**src/rtl/calc_pkg.sv**
```systemverilog
// calc_pkg: shared state encoding, function codes and default width for the calculator datapath
package calc_pkg;
    localparam int CALC_WIDTH = 8;
    typedef logic [1:0] alu_state_t;
    localparam alu_state_t IDLE = 2'd0;
    localparam alu_state_t LOAD = 2'd1;
    localparam alu_state_t RUN  = 2'd2;
    localparam alu_state_t DONE = 2'd3;
    localparam logic [2:0] FCT_ADD  = 3'd0;
    localparam logic [2:0] FCT_SUB  = 3'd1;
    localparam logic [2:0] FCT_MUL  = 3'd2;
    localparam logic [2:0] FCT_DIV  = 3'd3;
    localparam logic [2:0] FCT_AND  = 3'd4;
    localparam logic [2:0] FCT_OR   = 3'd5;
    localparam logic [2:0] FCT_XOR  = 3'd6;
    localparam logic [2:0] FCT_RSVD = 3'd7;
endpackage

```
**src/rtl/calc_div_step.sv**
```systemverilog
// calc_div_step: one combinational restoring-divide step
//   rem_i  partial remainder (always < div_i)
//   bit_i  next dividend bit shifted in
//   div_i  divisor
//   rem_o  next partial remainder
//   q_o    quotient bit produced by this step
module calc_div_step #(
    parameter int WIDTH = 8
) (
    input  logic [WIDTH-1:0] rem_i,
    input  logic             bit_i,
    input  logic [WIDTH-1:0] div_i,
    output logic [WIDTH-1:0] rem_o,
    output logic             q_o
);
    logic [WIDTH:0] sh;
    assign sh    = {rem_i, bit_i};
    assign q_o   = sh >= {1'b0, div_i};
    // when q_o is set the true difference is below div_i, so W-bit modulo subtraction is exact
    assign rem_o = q_o ? sh[WIDTH-1:0] - div_i : sh[WIDTH-1:0];
endmodule

```
**src/rtl/calc_alu_seq.sv**
```systemverilog
// calc_alu_seq: multi-cycle ALU, 2-cycle simple ops, WIDTH-step shift-add MUL and restoring DIV
//   clock_i  rising-edge clock        reset_i  async active-low reset
//   start_i  request (IDLE/DONE only) a_i/b_i/fct_i  operands and function code
//   res_o    result                   rem_o  remainder / carry / high product
//   done_o   completion pulse         busy_o high in LOAD and RUN
//   err_o    error flag of last op, held
module calc_alu_seq
    import calc_pkg::*;
#(
    parameter int WIDTH = CALC_WIDTH,
    parameter int FCT_W = 3
) (
    input  logic             clock_i,
    input  logic             reset_i,
    input  logic             start_i,
    input  logic [WIDTH-1:0] a_i,
    input  logic [WIDTH-1:0] b_i,
    input  logic [FCT_W-1:0] fct_i,
    output logic [WIDTH-1:0] res_o,
    output logic [WIDTH-1:0] rem_o,
    output logic             done_o,
    output logic             busy_o,
    output logic             err_o
);
    localparam int CW = (WIDTH > 1) ? $clog2(WIDTH) : 1;

    alu_state_t       state_q, state_d;
    logic [WIDTH-1:0] a_q, a_d, b_q, b_d, acc_q, acc_d, lo_q, lo_d;
    logic [WIDTH-1:0] res_q, res_d, rem_q, rem_d;
    logic [FCT_W-1:0] fct_q, fct_d;
    logic [CW-1:0]    cnt_q, cnt_d;
    logic             err_q, err_d, done_q, busy_q;

    logic [WIDTH:0]   sum_w, dif_w, mac_w;
    logic [WIDTH-1:0] alu_res, alu_rem, div_rem, step_acc, step_lo;
    logic             alu_err, div_q, iter;

    assign sum_w = {1'b0, a_q} + {1'b0, b_q};
    assign dif_w = {1'b0, a_q} - {1'b0, b_q};
    assign iter  = (fct_q == FCT_MUL) || (fct_q == FCT_DIV && b_q != '0);

    always_comb begin
        alu_res = '0;
        alu_rem = '0;
        alu_err = 1'b0;
        case (fct_q)
            FCT_ADD: begin
                alu_res = sum_w[WIDTH-1:0];
                alu_rem = {{(WIDTH-1){1'b0}}, sum_w[WIDTH]};
            end
            FCT_SUB: begin
                alu_res = dif_w[WIDTH-1:0];
                alu_rem = {{(WIDTH-1){1'b0}}, dif_w[WIDTH]};
            end
            FCT_DIV: begin
                alu_res = '1;
                alu_rem = a_q;
                alu_err = 1'b1;
            end
            FCT_AND: alu_res = a_q & b_q;
            FCT_OR:  alu_res = a_q | b_q;
            FCT_XOR: alu_res = a_q ^ b_q;
            default: alu_err = 1'b1;
        endcase
    end

    // {acc,lo} shifts right each step: acc holds the running high product, lo the unused multiplier bits
    assign mac_w = {1'b0, acc_q} + (lo_q[0] ? {1'b0, b_q} : '0);

    calc_div_step #(.WIDTH(WIDTH)) u_div (
        .rem_i (acc_q),
        .bit_i (lo_q[WIDTH-1]),
        .div_i (b_q),
        .rem_o (div_rem),
        .q_o   (div_q)
    );

    // for DIV, lo shifts left: dividend bits leave the top, quotient bits enter the bottom
    assign step_acc = (fct_q == FCT_MUL) ? mac_w[WIDTH:1] : div_rem;
    assign step_lo  = (fct_q == FCT_MUL) ? {mac_w[0], lo_q[WIDTH-1:1]} : {lo_q[WIDTH-2:0], div_q};

    always_comb begin
        state_d = state_q;
        a_d     = a_q;
        b_d     = b_q;
        fct_d   = fct_q;
        acc_d   = acc_q;
        lo_d    = lo_q;
        cnt_d   = cnt_q;
        res_d   = res_q;
        rem_d   = rem_q;
        err_d   = err_q;
        case (state_q)
            IDLE, DONE: begin
                state_d = start_i ? LOAD : IDLE;
                if (start_i) begin
                    a_d   = a_i;
                    b_d   = b_i;
                    fct_d = fct_i;
                end
            end
            LOAD: begin
                state_d = iter ? RUN : DONE;
                if (iter) begin
                    acc_d = '0;
                    lo_d  = a_q;
                    cnt_d = CW'(WIDTH - 1);
                end else begin
                    res_d = alu_res;
                    rem_d = alu_rem;
                    err_d = alu_err;
                end
            end
            default: begin
                acc_d = step_acc;
                lo_d  = step_lo;
                cnt_d = cnt_q - 1'b1;
                if (cnt_q == '0) begin
                    state_d = DONE;
                    res_d   = step_lo;
                    rem_d   = step_acc;
                    err_d   = 1'b0;
                end
            end
        endcase
    end

    always_ff @(posedge clock_i or negedge reset_i) begin
        if (!reset_i) begin
            state_q <= IDLE;
            a_q     <= '0;
            b_q     <= '0;
            fct_q   <= '0;
            acc_q   <= '0;
            lo_q    <= '0;
            cnt_q   <= '0;
            res_q   <= '0;
            rem_q   <= '0;
            err_q   <= 1'b0;
            done_q  <= 1'b0;
            busy_q  <= 1'b0;
        end else begin
            state_q <= state_d;
            a_q     <= a_d;
            b_q     <= b_d;
            fct_q   <= fct_d;
            acc_q   <= acc_d;
            lo_q    <= lo_d;
            cnt_q   <= cnt_d;
            res_q   <= res_d;
            rem_q   <= rem_d;
            err_q   <= err_d;
            done_q  <= state_d == DONE;
            busy_q  <= state_d == LOAD || state_d == RUN;
        end
    end

    assign res_o  = res_q;
    assign rem_o  = rem_q;
    assign err_o  = err_q;
    assign done_o = done_q;
    assign busy_o = busy_q;
endmodule

```
**config.mk**
```make
export PLATFORM = sky130hd
export DESIGN_NAME = calc_alu_seq
export DESIGN_NICKNAME = d
export VERILOG_FILES = /design/src/rtl/calc_pkg.sv /design/src/rtl/calc_div_step.sv /design/src/rtl/calc_alu_seq.sv
export SDC_FILE = /design/constraint.sdc
export NUM_CORES = 1
export LEC_CHECK = 0
export ABC_AREA = 1
export CORE_MARGIN = 3
export CORE_UTILIZATION = 35
export CTS_BUF_LIST = sky130_fd_sc_hd__clkbuf_8
export DETAILED_ROUTE_END_ITERATION = 7
export PLACE_DENSITY_LB_ADDON = 0.08
export SLEW_MARGIN = 30
export SYNTH_ARGS = -nofsm -noshare
export SYNTH_HDL_FRONTEND = slang
export SYNTH_SLANG_ARGS = --single-unit
```
**constraint.sdc**
```tcl
create_clock -name clock_i -period 4.4 [get_ports clock_i]
set_input_delay 0.66 -clock clock_i [delete_from_list [all_inputs] [get_ports clock_i]]
set_output_delay 0.66 -clock clock_i [all_outputs]
set_load 0.005 [all_outputs]
```
Word level (Yosys, flattened, before mapping):

Cells that the tools add are included.

* eq/ne operators: 13
* bitwise operators: 4
* add/subtract/negate cells: 5
* reductions and logical operators: 13
* multiplexer cells: 26
* magnitude comparators: 1

Operator list (count)
* $mux W8: 10
* $pmux W8 S2: 4
* $pmux W8 S6: 1
* $pmux W8 S3: 1
* $add A8 B8 Y9: 2
* $eq A3 B3 Y1 const B: 3
* $ge A9 B8 Y1: 1
* $sub A8 B8 Y9: 1
* $and A8 B8 Y8: 1
* $or A8 B8 Y8: 1
* $reduce_bool A8 Y1: 1
* $sub A8 B8 Y8: 1
* $xor A8 B8 Y8: 1
* $eq A2 B2 Y1 const B: 3
* $eq A3 B2 Y1 const B: 2
* $logic_not A3 Y1: 2
* $pmux W3 S2: 1
* $mux W1: 5
* $reduce_or A5 Y1: 1
* $eq A2 B1 Y1 const B: 2
* $ne A2 B2 Y1 const B: 2
* $pmux W2 S2: 1
* $reduce_and A2 Y1: 2
* $eq A3 B1 Y1 const B: 1
* other kinds (11): 12

* logic and storage cells: 74
* output and inout port bits: 19
* input port bits: 22
* register bits: 59

Longest topological paths before layout:

Gate-level depths: netlist of run 1.

* word-level depth: 7
* depth in mapped cells: 15
* mapped depth without buffers: 14

Cells and area by module:

A second synthesis of run 1 with hierarchy kept.

* cell total of the unflattened synthesis: 691
* area, all modules: 4918.5 um^2

Modules (own cells, without submodules)
* calc_alu_seq: cells an instance 582, area an instance 4266.6 um^2, seq. area each 1476.4 um^2, times used 1
* calc_div_step: cells an instance 109, area an instance 651.9 um^2, seq. area each 0.0 um^2, times used 1

Worst setup path after synthesis of run 1:

OpenSTA, ideal clock, no wires.

* path kind: reg2reg
* start point: register lo_q[0]
* end point: register acc_q[7]
* path buffers: 1
* setup slack: 2490 ps
* stages on the path, launching flop included: 14
* data arrival time: 1787 ps
* clock period less this slack: 1910 ps
* required time: 4277 ps
* setup time: 123 ps
* cells stage by stage: dfrtp_1 > clkbuf_1 > nand2_1 > inv_1 > ha_1 > fa_1 > nand4_1 > nand3_1 > nand2_1 > nand3_1 > nand2_1 > inv_1 > nand2_1 > o21ai_1

* longest elaborated chain between the ends: 4

RTL lines
* start: declaration: RTL line calc_alu_seq.sv:28 `logic [WIDTH-1:0] a_q, a_d, b_q, b_d, acc_q, acc_d, lo_q, lo_d;`
* start signal: assignment: RTL line calc_alu_seq.sv:148 `lo_q <= lo_d;`
* $mux W8: RTL line calc_alu_seq.sv:68 `assign mac_w = {1'b0, acc_q} + (lo_q[0] ? {1'b0, b_q} : '0);`
* $add A8 B8 Y9: RTL line calc_alu_seq.sv:68
* $mux W8: RTL line calc_alu_seq.sv:79 `assign step_acc = (fct_q == FCT_MUL) ? mac_w[WIDTH:1] : div_rem;`
* $pmux W8 S2: RTL line calc_alu_seq.sv:93 `case (state_q)`
* end signal: assignment: RTL line calc_alu_seq.sv:134 `acc_q <= '0;`
* end signal: assignment: RTL line calc_alu_seq.sv:147 `acc_q <= acc_d;`
* end: declaration: RTL line calc_alu_seq.sv:28

No other way between the ends.
A chain may end at the register's enable or synchronous reset.

Worst setup path in the final report of run 1:

* start point: register state_q[0]
* end point: register rem_q[5], in the netlist rem_o[5]

* longest elaborated chain between the ends: 4
* elaborated cells on any way between the ends: 9
* classes of those cells: eq/ne (3); mux (1); bitwise (1); reduce/logical (4)

RTL lines
* start: declaration: RTL line calc_alu_seq.sv:27 `alu_state_t state_q, state_d;`
* start signal: assignment: RTL line calc_alu_seq.sv:143 `state_q <= state_d;`
* $eq A2 B2 Y1 / $logic_not A2 Y1 (equally long branches): RTL line calc_alu_seq.sv:93
* $reduce_or A2 Y1: RTL line calc_alu_seq.sv:93
* $not A1 Y1 (no source line)
* $reduce_and A3 Y1 (no source line)
* end signal: assignment: RTL line calc_alu_seq.sv:151 `rem_q <= rem_d;`
* end: declaration: RTL line calc_alu_seq.sv:29 `logic [WIDTH-1:0] res_q, res_d, rem_q, rem_d;`

Several ways; a longest one is shown, not always the timed one.

==> results of run 1 <==
## flip-flops by register name, summed over array words and instances (netlist names)
| name | count |
|---|---|
| a_q | 8 |
| b_q | 8 |
| state_q | 2 |
| acc_q | 8 |
| fct_q | 3 |
| err_o | 1 |
| done_o | 1 |
| cnt_q | 3 |
| rem_o | 8 |
| lo_q | 8 |
| busy_o | 1 |
| res_o | 8 |
## area by class of cell
class                           count  area [sq um]  area share, %
Inverter                           91           342           6.23
Sequential cell                    59          1480           26.9
Timing Repair Buffer               42           410           7.48
Tap cell                          176           220           4.01
Multi-Input combinational cell    516          2880           52.5
Clock inverter                      5          22.5          0.410
Clock buffer                       10           138           2.51
## power breakdown
part | leakage (uW) | internal (uW) | switching, uW
Combinational | 0.00206 | 1170 | 2150
Clock | 0.0000943 | 209 | 215
Sequential | 0.000696 | 815 | 255
Total | 0.00285 | 2190 | 2620
## cells by family (layout without fill, tap and decap cells)
family	Yosys count	count (layout)	share of synthesized area, %
fa+ha+maj	52	52	14.1
xor+xnor	8	8	1.46
simple gates	344	344	31.1
flops	59	59	30.7
buf+inv	115	148	9.62
compound gates	112	112	13.0
## routing by layer
layer	share of wire (%)	global-route usage (%)	routed length, microns	vias up
met2	45	32.2	6650	137
met3	5.5	3.11	812	18
met5	0	0	0	-
li1	-	-	-	2301
met1	48	28.6	7130	2173
met4	1.8	5.40	263	0
## worst paths after layout
path | startpoint | end | slack (ns) | cells past startpoint
max reg2reg | state_q[0]$_DFF_PN0_ | rem_o[5]$_DFFE_PN0P_ | 1.99 | 9
min | reset_i | res_o[4]$_DFFE_PN0P_ | 0.25 | 1
min reg2reg | res_o[1]$_DFFE_PN0P_ | res_o[1]$_DFFE_PN0P_ | 0.48 | 2
min in group clock_i | res_o[1]$_DFFE_PN0P_ | res_o[1]$_DFFE_PN0P_ | 0.48 | 2
max | state_q[0]$_DFF_PN0_ | rem_o[5]$_DFFE_PN0P_ | 1.99 | 9
max in group asynchronous | reset_i | rem_o[3]$_DFFE_PN0P_ | 3.21 | 2
## stage by stage
step | hold WS (ns) | instances | instance area [sq um] | total power, uW | setup slack (ns)
global route | 0.284 | 899 | 5490 | 5340 | 1.73
global placement | 0.469 | 884 | 5320 | 4370 | 1.82
floorplan | 0.364 | 690 | 4810 | 3410 | 2.49
finish | 0.246 | 899 | 5490 | 4810 | 1.99
detailed placement | 0.471 | 884 | 5330 | 4380 | 1.99
CTS | 0.252 | 899 | 5490 | 4830 | 1.97
## critical path, delay by kind of cell, from the launching register on
family	cells	cell delay [ns]
buffers and inverters	3	1.11
AOI/OAI and AO/OA	1	0.11
DFF	1	0.39
and+or+nand+nor	4	0.51
adders and majority gates	1	0.20
## synth_stat cells, drive strengths merged
| cell | number |
|---|---|
| o2111ai | 1 |
| a211oi | 3 |
| o22ai | 5 |
| ha | 48 |
| o2bb2ai | 1 |
| nor3 | 8 |
| xnor2 | 5 |
| buf | 13 |
| nand2 | 164 |
| nand3 | 72 |
| a31oi | 1 |
| and2 | 1 |
| dfrtp | 59 |
| nor2 | 79 |
| a21oi | 60 |
| o31ai | 1 |
| clkbuf | 11 |
| xor2 | 3 |
| nand3b | 2 |
| or2 | 1 |
| a22oi | 2 |
| o21ai | 35 |
| o21a | 2 |
| o21bai | 1 |
| nand4 | 17 |
| fa | 4 |
| inv | 91 |
==> results.ini, run 1 <==
[clocking]
insertion_delay_ns = 0.35
ctsResizeCount = 0
cts_tree = yes
cts_root_buf = clkbuf_8
clk_path_buf_depth = 2
path_clk_slew_ns = 0.06
clock_sinks = 59
hold_buffers = 0
htree_levels = 3
numCtsBuffers = 9
postCtsSetupRepairBufs = 0

[die]
dieWidth_microns = 123
row_count = 42
core_region_area_sq_um = 13300
pin_count = 41
dieArea_sq_um = 15200
die_h_microns = 123
start_util_pct = 36.1

[logic_synthesis]
syn_inst = 690
yosysUniqueCellTypes = 39
yosys-top-cells-area = dfrtp_1 31%, ha_1 12%, nand2_1 12%, nand3_1 7.3%, inv_1 6.7%
ys_seq_elements = 59
synth_fp_nets = 764
synth.avg_cell_area_sq_um = 6.98
yosys.area.top_type = dfrtp_1
synth.top_cell.area_share_pct = 30.7
ys_warn_count = 0
synthesis.area_sq_um = 4810
ys_seq_area_share_pct = 30.7

[detailed_routing]
vias = 4629
wire_per_inst_microns = 16.5
drc = 0
wl_microns = 14900
antenna_left = 0
firstDrtPassIters = 5
viasPerCell = 5.15
drt-initial-drc-count = 386

[setup_path]
cp_cell_sequence = ha_1 > buf_4 > inv_1 > nand2_1 > nand2_2 > nand2_4 > inv_2 > nor2_1 > a21oi_2
cp-start-kind = flop
critical_path_class = reg2reg
critPathCaptureType = flop
cp_data_arrival_time_ns = 2.68
slowest_delay_ns = 0.57
critPathSlowestCell = inv_1
critPathMaxFanout = 25
crit_required_ns = 4.68

[place]
port_buffers = 40
hpwlAfterDp_microns = 11400
gp_congestion = 0.925

[layout]
utilization_pct = 41.1
diodes = 0
syn_to_final_growth_pct = 14.0
layout_commonest_cell = nand2_1
drive_gt1_share_pct = 5.53
final_cell_mix = 158 x nand2_1, 88 x inv_1, 77 x nor2_1
fin_nets = 793
fillers = 1440

[power_and_ir_drop]
powerDensity_nw_per_um2 = 877
peakVddDrop_mv = 0.645
p_leak_uw = 0.00285

[status]
status = finished, final reports clean

[global_route]
grt_max_degree = 42
grt_usage_pct = 20.2
overflow = 0
grt_pass1_wl_microns = 23400
grt_pass1_vias = 4359
antenna_found_initial = 0

[worst_hold_path]
hold_path_class = in2async

[sta]
finClkSkew_ns = 0.00800
max_slew_margin_pct = 51.4
min_period_over_period_pct = 54.7
hold_viol_final = 0
rsz0062_at_grt = no
tightest_slew_ns = 0.726
totalNegativeSetupSlack_ns = 0
fmax_mhz = 416
period_needed_ns = 2.41
finalSetupViolations = 0
finalMaxSlewViolations = 0

[job]
cap_violations = 0

No activity file was read; power rests on OpenSTA's default activity.
==> inputs of run 2 (changes only) <==
==> constraint.sdc (replaced) <==
create_clock -name clock_i -period 2.2 [get_ports clock_i]
set_input_delay 0.33 -clock clock_i [delete_from_list [all_inputs] [get_ports clock_i]]
set_output_delay 0.33 -clock clock_i [all_outputs]
set_load 0.005 [all_outputs]
==> run 2 against run 1 <==
Utilization up 2.9 points. Wire length up 4.4%. Critical path depth grew 3. Global-route usage grew 1.6 points. Sequential share of layout area shrank 1.8 points. Combinational power up 120%. Flip-flop and latch count unchanged. First-iteration DRC count rose by 0.78%. Clock power grew to 2.7 times the previous value.
==> results.ini, run 2 (synthesized netlist as in run 1, its figures left out) <==
[status]
status = finished, final reports clean

[detailed_routing]
antenna_left = 0  ; unchanged
vias = 4724  ; +2.1%
firstDrtPassIters = 5  ; unchanged
viasPerCell = 5.06  ; -1.8%
wl_microns = 15500  ; +4.4%
drt-initial-drc-count = 389  ; +0.78%
drc = 0  ; unchanged
wire_per_inst_microns = 16.6  ; +0.48%

[die]
pin_count = 41  ; unchanged
dieWidth_microns = 123  ; unchanged
start_util_pct = 36.1  ; unchanged
core_region_area_sq_um = 13300  ; unchanged
dieArea_sq_um = 15200  ; unchanged
row_count = 42  ; unchanged
die_h_microns = 123  ; unchanged

[place]
hpwlAfterDp_microns = 12000  ; +5.5%
place_area_sq_um = 5570  ; +4.6%
gp_congestion = 0.896  ; -3.2%
dp.cells = 915  ; +3.5%
port_buffers = 40  ; unchanged

[worst_hold_path]
hold_path_class = reg2reg

[sta]
fmax_mhz = 485  ; +17%
max_slew_margin_pct = 71.4  ; +20 points
min_period_over_period_pct = 93.8  ; +39 points
tightest_slew_ns = 0.426  ; -0.300 ns
finalMaxSlewViolations = 0  ; unchanged
finalSetupViolations = 0  ; unchanged
totalNegativeSetupSlack_ns = 0  ; unchanged
hold_viol_final = 0  ; unchanged
holdWs_ns = 0.499  ; +0.253 ns
period_needed_ns = 2.06  ; -0.343 ns
finClkSkew_ns = 0.0115  ; +0.00353 ns

[setup_path]
crit_path_frequent_cell = nand2_1
critPathSlowestCell = dfrtp_1
cp_cell_sequence = inv_1 > buf_4 > ha_1 > nand3_1 > nand3_2 > nand2_1 > nand2_1 > nand2_1 > nand3_1 > nand3_1 > nand2_1 > a21oi_2
crit_required_ns = 2.48  ; -2.20 ns
critical_path_class = reg2reg
slowest_delay_ns = 0.37  ; -0.20 ns
cp_data_arrival_time_ns = 2.35  ; -0.33 ns
cp-start-kind = flop
critPathCaptureType = flop
critPathMaxFanout = 5  ; -80%

[clocking]
insertion_delay_ns = 0.36  ; about the same
cts_root_buf = clkbuf_8
cts_tree = yes
clk_path_buf_depth = 2  ; unchanged
numCtsBuffers = 9  ; unchanged
path_clk_slew_ns = 0.07  ; about the same
clock_sinks = 59  ; unchanged
htree_levels = 3  ; unchanged

[power_and_ir_drop]
powerDensity_nw_per_um2 = 1790  ; +100%
p_leak_uw = 0.00304  ; +6.6%
peakVddDrop_mv = 0.810  ; +26%

[layout]
layout_commonest_cell = nand2_1
final-instance-count-excl-fill = 934  ; +3.9%
postLayoutCellArea_sq_um = 5870  ; +7.0%
drive_gt1_share_pct = 11.7  ; +6.2 points
utilization_pct = 44.0  ; +2.9 points
final_cell_mix = 159 x nand2_1, 82 x inv_1, 76 x nor2_1
diodes = 0  ; unchanged
fin_nets = 827  ; +4.3%
syn_to_final_growth_pct = 22.0

[global_route]
antenna_found_initial = 0  ; unchanged
grt_usage_pct = 21.8  ; +1.6 points
grt_pass1_vias = 4642  ; +6.5%
overflow = 0  ; unchanged
grt_max_degree = 60  ; +43%
grt_pass1_wl_microns = 25200  ; +7.8%

[job]
cap_violations = 0  ; unchanged

-- run 2: cell count changes in the layout (fill, tap and decap cells not counted), moves of 2 or more --
cell       change
ha_2           +4
clkinv_2       -2
inv_1          -6
bufinv_16      +2
ha_1           -5
buf_4         +32
inv_2          +5
nand2_2        -2
-- run 2: cell type report --
| class | count | area, sq um |
|---|---|---|
| fill | 1453 | 7470 |
| multi-input combinational | 516 | 2930 |
| sequential | 59 | 1480 |
| timing repair buffer | 76 | 681 |
| inverter | 91 | 342 |
| tap | 176 | 220 |
| clock buffer | 11 | 151 |
| clock inverter | 5 | 76.3 |
-- run 2: metrics by stage --
stage | worst slack (ns) | total power (uW)
2_1_floorplan | 0.290 | 6830
3_3_place_gp | 0.00444 | 9230
3_5_place_dp | 0.0405 | 9240
4_1_cts | 0.0224 | 10500
5_1_grt | -0.00875 | 11700
6_report | 0.137 | 10500
-- run 2: report_power, final --
part | total (uW) | switching [uW] | internal (uW)
Clock | 1150 | 458 | 693
Sequential | 2090 | 457 | 1630
Combinational | 7300 | 4530 | 2770
-- run 2: critical path: cells and delay by family, from the launching register on --
kind	cells	cell delay (ns)
AND/OR/NAND/NOR	8	0.83
AO/OA/AOI/OAI	1	0.15
flip-flops	1	0.37
buffers and inverters	2	0.35
adder cells (fa/ha/maj)	1	0.26
-- run 2: repair_timing --
item / in CTS / in global routing
endpoints found under the hold margin: 55 / 0
hold buffers: 1 / 0
setup endpoints to repair: 0 / 24
gates resized for setup: 0 / 17
setup buffers: 0 / 2
-- run 2: per-layer routing --
layer	GRT usage [%]	part of all wire, %	wire length [microns]	vias to the layer above
met5	0	0	0	-
met4	4.78	1.2	179	0
met3	3.75	5.0	782	17
met2	34.4	46	7170	133
met1	31.5	48	7380	2199
li1	-	-	-	2375
-- run 2: worst paths after layout --
path	from	end	slack (ns)	cells past startpoint
worst max-delay path	b_q[1]$_DFFE_PN0P_	res_o[5]$_DFFE_PN0P_	0.14	12
worst min-delay path	err_o$_DFFE_PN0P_	err_o$_DFFE_PN0P_	0.50	2
worst max register to register	b_q[1]$_DFFE_PN0P_	res_o[5]$_DFFE_PN0P_	0.14	12
worst min register to register	err_o$_DFFE_PN0P_	err_o$_DFFE_PN0P_	0.50	2
max in group asynchronous	reset_i	a_q[1]$_DFFE_PN0P_	1.39	3
min in group asynchronous	reset_i	res_o[3]$_DFFE_PN0P_	0.51	3
==> inputs of run 3 (changes only) <==
==> constraint.sdc (replaced) <==
create_clock -name clock_i -period 2.1 [get_ports clock_i]
set_input_delay 0.315 -clock clock_i [delete_from_list [all_inputs] [get_ports clock_i]]
set_output_delay 0.315 -clock clock_i [all_outputs]
set_load 0.005 [all_outputs]
==> run 3 against run 2 <==
Critical path depth up 2. Sequential share of layout area is 1.0 points lower. Utilization increased by 2.0 points.
==> results.ini, run 3 (synthesized netlist as in run 1, its figures left out) <==
[status]
status = finished, final reports clean

[die]
start_util_pct = 36.1  ; unchanged
row_count = 42  ; unchanged
dieWidth_microns = 123  ; unchanged
die_h_microns = 123  ; unchanged
pin_count = 41  ; unchanged
core_region_area_sq_um = 13300  ; unchanged
dieArea_sq_um = 15200  ; unchanged

[power_and_ir_drop]
power_uw = 11600  ; +9.9%
swShare_pct = 51.6  ; -0.086 points
combPwrFrac_pct = 72.1  ; +2.8 points
powerDensity_nw_per_um2 = 1890  ; +5.2%
p_sw_uw = 5970  ; +9.7%
pwr-share-clk_pct = 9.2  ; -1.7 points
seqPwrFrac_pct = 18.7  ; -1.1 points
p_int_uw = 5610  ; +10%
p_leak_uw = 0.00314  ; +3.4%
peakVddDrop_mv = 1.23  ; +52%

[worst_hold_path]
hold_path_class = in2async

[clocking]
insertion_delay_ns = 0.37  ; about the same
htree_levels = 3  ; unchanged
clock_sinks = 59  ; unchanged
clk_path_buf_depth = 2  ; unchanged
path_clk_slew_ns = 0.08  ; about the same
cts_tree = yes
numCtsBuffers = 9  ; unchanged
cts_root_buf = clkbuf_8

[global_route]
grt_use_met3_pct = 4.07  ; +0.32 points
overflow = 0  ; unchanged
grt_usage_pct = 22.2  ; +0.38 points
antenna_found_initial = 0  ; unchanged
use_met1_pct = 31.3  ; -0.20 points
grt_max_degree = 60  ; unchanged
grt_pass1_wl_microns = 25800  ; +2.1%
grt_pass1_vias = 4793  ; +3.3%
grt_use_met2_pct = 35.2  ; +0.85 points
busiest_layer = met2

[layout]
syn_to_final_growth_pct = 27.4
layout_commonest_cell = nand2_1
drive_gt1_share_pct = 16.9  ; +5.1 points
utilization_pct = 46.0  ; +2.0 points
multiInputGateArea_sq_um = 3050  ; +4.3%
fin_nets = 848  ; +2.5%
regArea_sq_um = 1480  ; +0.25%
diodes = 0  ; unchanged
final-instance-count-excl-fill = 953  ; +2.0%
fillers = 1432  ; -1.4%
final_cell_mix = 157 x nand2_1, 83 x inv_1, 76 x nor2_1

[detailed_routing]
wire_per_inst_microns = 16.9  ; +1.8%
firstDrtPassIters = 5  ; unchanged
antenna_left = 0  ; unchanged
viasPerCell = 5.05  ; -0.13%
wl_microns = 16100  ; +3.9%
drt-initial-drc-count = 357  ; -8.2%
vias = 4814  ; +1.9%
drc = 0  ; unchanged

[place]
port_buffers = 40  ; unchanged
hpwlAfterDp_microns = 12100  ; +0.81%
dp.cells = 930  ; +1.6%
gp_congestion = 0.927  ; +3.5%

[sta]
tightest_slew_ns = 0.483  ; +0.0573 ns
period_needed_ns = 2.01  ; -0.0507 ns
rsz0062_at_grt = yes
min_period_over_period_pct = 95.8  ; +2.0 points
max_slew_margin_pct = 67.7  ; -3.7 points
finalSetupViolations = 0  ; unchanged
finalMaxSlewViolations = 0  ; unchanged
fmax_mhz = 497  ; +2.5%
finClkSkew_ns = 0.0221  ; +0.0106 ns
hold_viol_final = 0  ; unchanged

[setup_path]
cp-start-kind = flop
critical_path_class = reg2reg
cp_data_arrival_time_ns = 2.28  ; -0.07 ns
crit_required_ns = 2.36  ; -0.12 ns
critPathMaxFanout = 7  ; +2
critPathCaptureType = flop

[job]
cap_violations = 0  ; unchanged

[run 3: path summary, 6_finish.rpt]
check                                           from                   end  slack (ns)  depth (start not counted)
min in group clock_i            res_o[1]$_DFFE_PN0P_  res_o[1]$_DFFE_PN0P_        0.49                          2
worst max-delay path              b_q[7]$_DFFE_PN0P_  rem_o[0]$_DFFE_PN0P_        0.09                         14
worst min register to register  res_o[1]$_DFFE_PN0P_  res_o[1]$_DFFE_PN0P_        0.49                          2
worst min-delay path                         reset_i  rem_o[0]$_DFFE_PN0P_        0.49                          3
max in group asynchronous                    reset_i   lo_q[0]$_DFFE_PN0P_        1.29                          3
worst max register to register    b_q[7]$_DFFE_PN0P_  rem_o[0]$_DFFE_PN0P_        0.09                         14
[run 3: metal layers]
| metal | vias to the layer above | share of wire (%) |
|---|---|---|
| li1 | 2416 | - |
| met1 | 2230 | 48 |
| met2 | 145 | 45 |
| met3 | 23 | 4.7 |
| met4 | 0 | 1.8 |
| met5 | - | 0 |
[run 3: repair_timing]
item	4_1_cts	5_1_grt
endpoints found under the hold margin	59	0
endpoints found under the setup margin	17	24
buffers inserted	0	7
pin swaps	0	7
hold buffers	1	0
gates cloned	0	1
gates resized for setup	5	37
[run 3: cell type report]
type	count	share of cell area, %
Clock buffer	10	2.24
Inverter	91	5.61
Clock inverter	4	0.714
Sequential cell	59	24.1
Multi-Input combinational cell	517	49.7
Timing Repair Buffer	96	14.0
Tap cell	176	3.59
[run 3: metrics by stage]
step	TNS, ns	hold WS (ns)	instance area, sq um	worst slack [ns]
after global routing	-0.0783	0.511	6130	-0.0353
after global placement	-0.776	0.354	5690	-0.111
after detailed placement	-0.519	0.356	5690	-0.0774
after CTS	0	0.483	5920	0.0292
after floorplan	0	0.0194	4810	0.190
final	0	0.486	6130	0.0878
[run 3: critical path, stage by stage (launching register included)]
cell and delay [ns]:
dfrtp_1 0.38, inv_1 0.08, ha_1 0.32, inv_1 0.12
nor2_1 0.07, nand3b_1 0.10, nor2_2 0.05, nor2_4 0.23
nand2_2 0.15, nand2_1 0.08, nand3_1 0.06, nand2_1 0.11
nand2_1 0.06, nand2_1 0.05, nand2_1 0.05
[run 3: power groups by stage]
stage / Clock (uW) / Combinational [uW] / Sequential [uW]
6_report: 1060 / 8360 / 2170
3_5_place_dp: 0 / 7850 / 2160
4_1_cts: 1100 / 7950 / 2150
3_3_place_gp: 0 / 7830 / 2140
2_1_floorplan: 0 / 5050 / 2100
5_1_grt: 1140 / 9410 / 2240
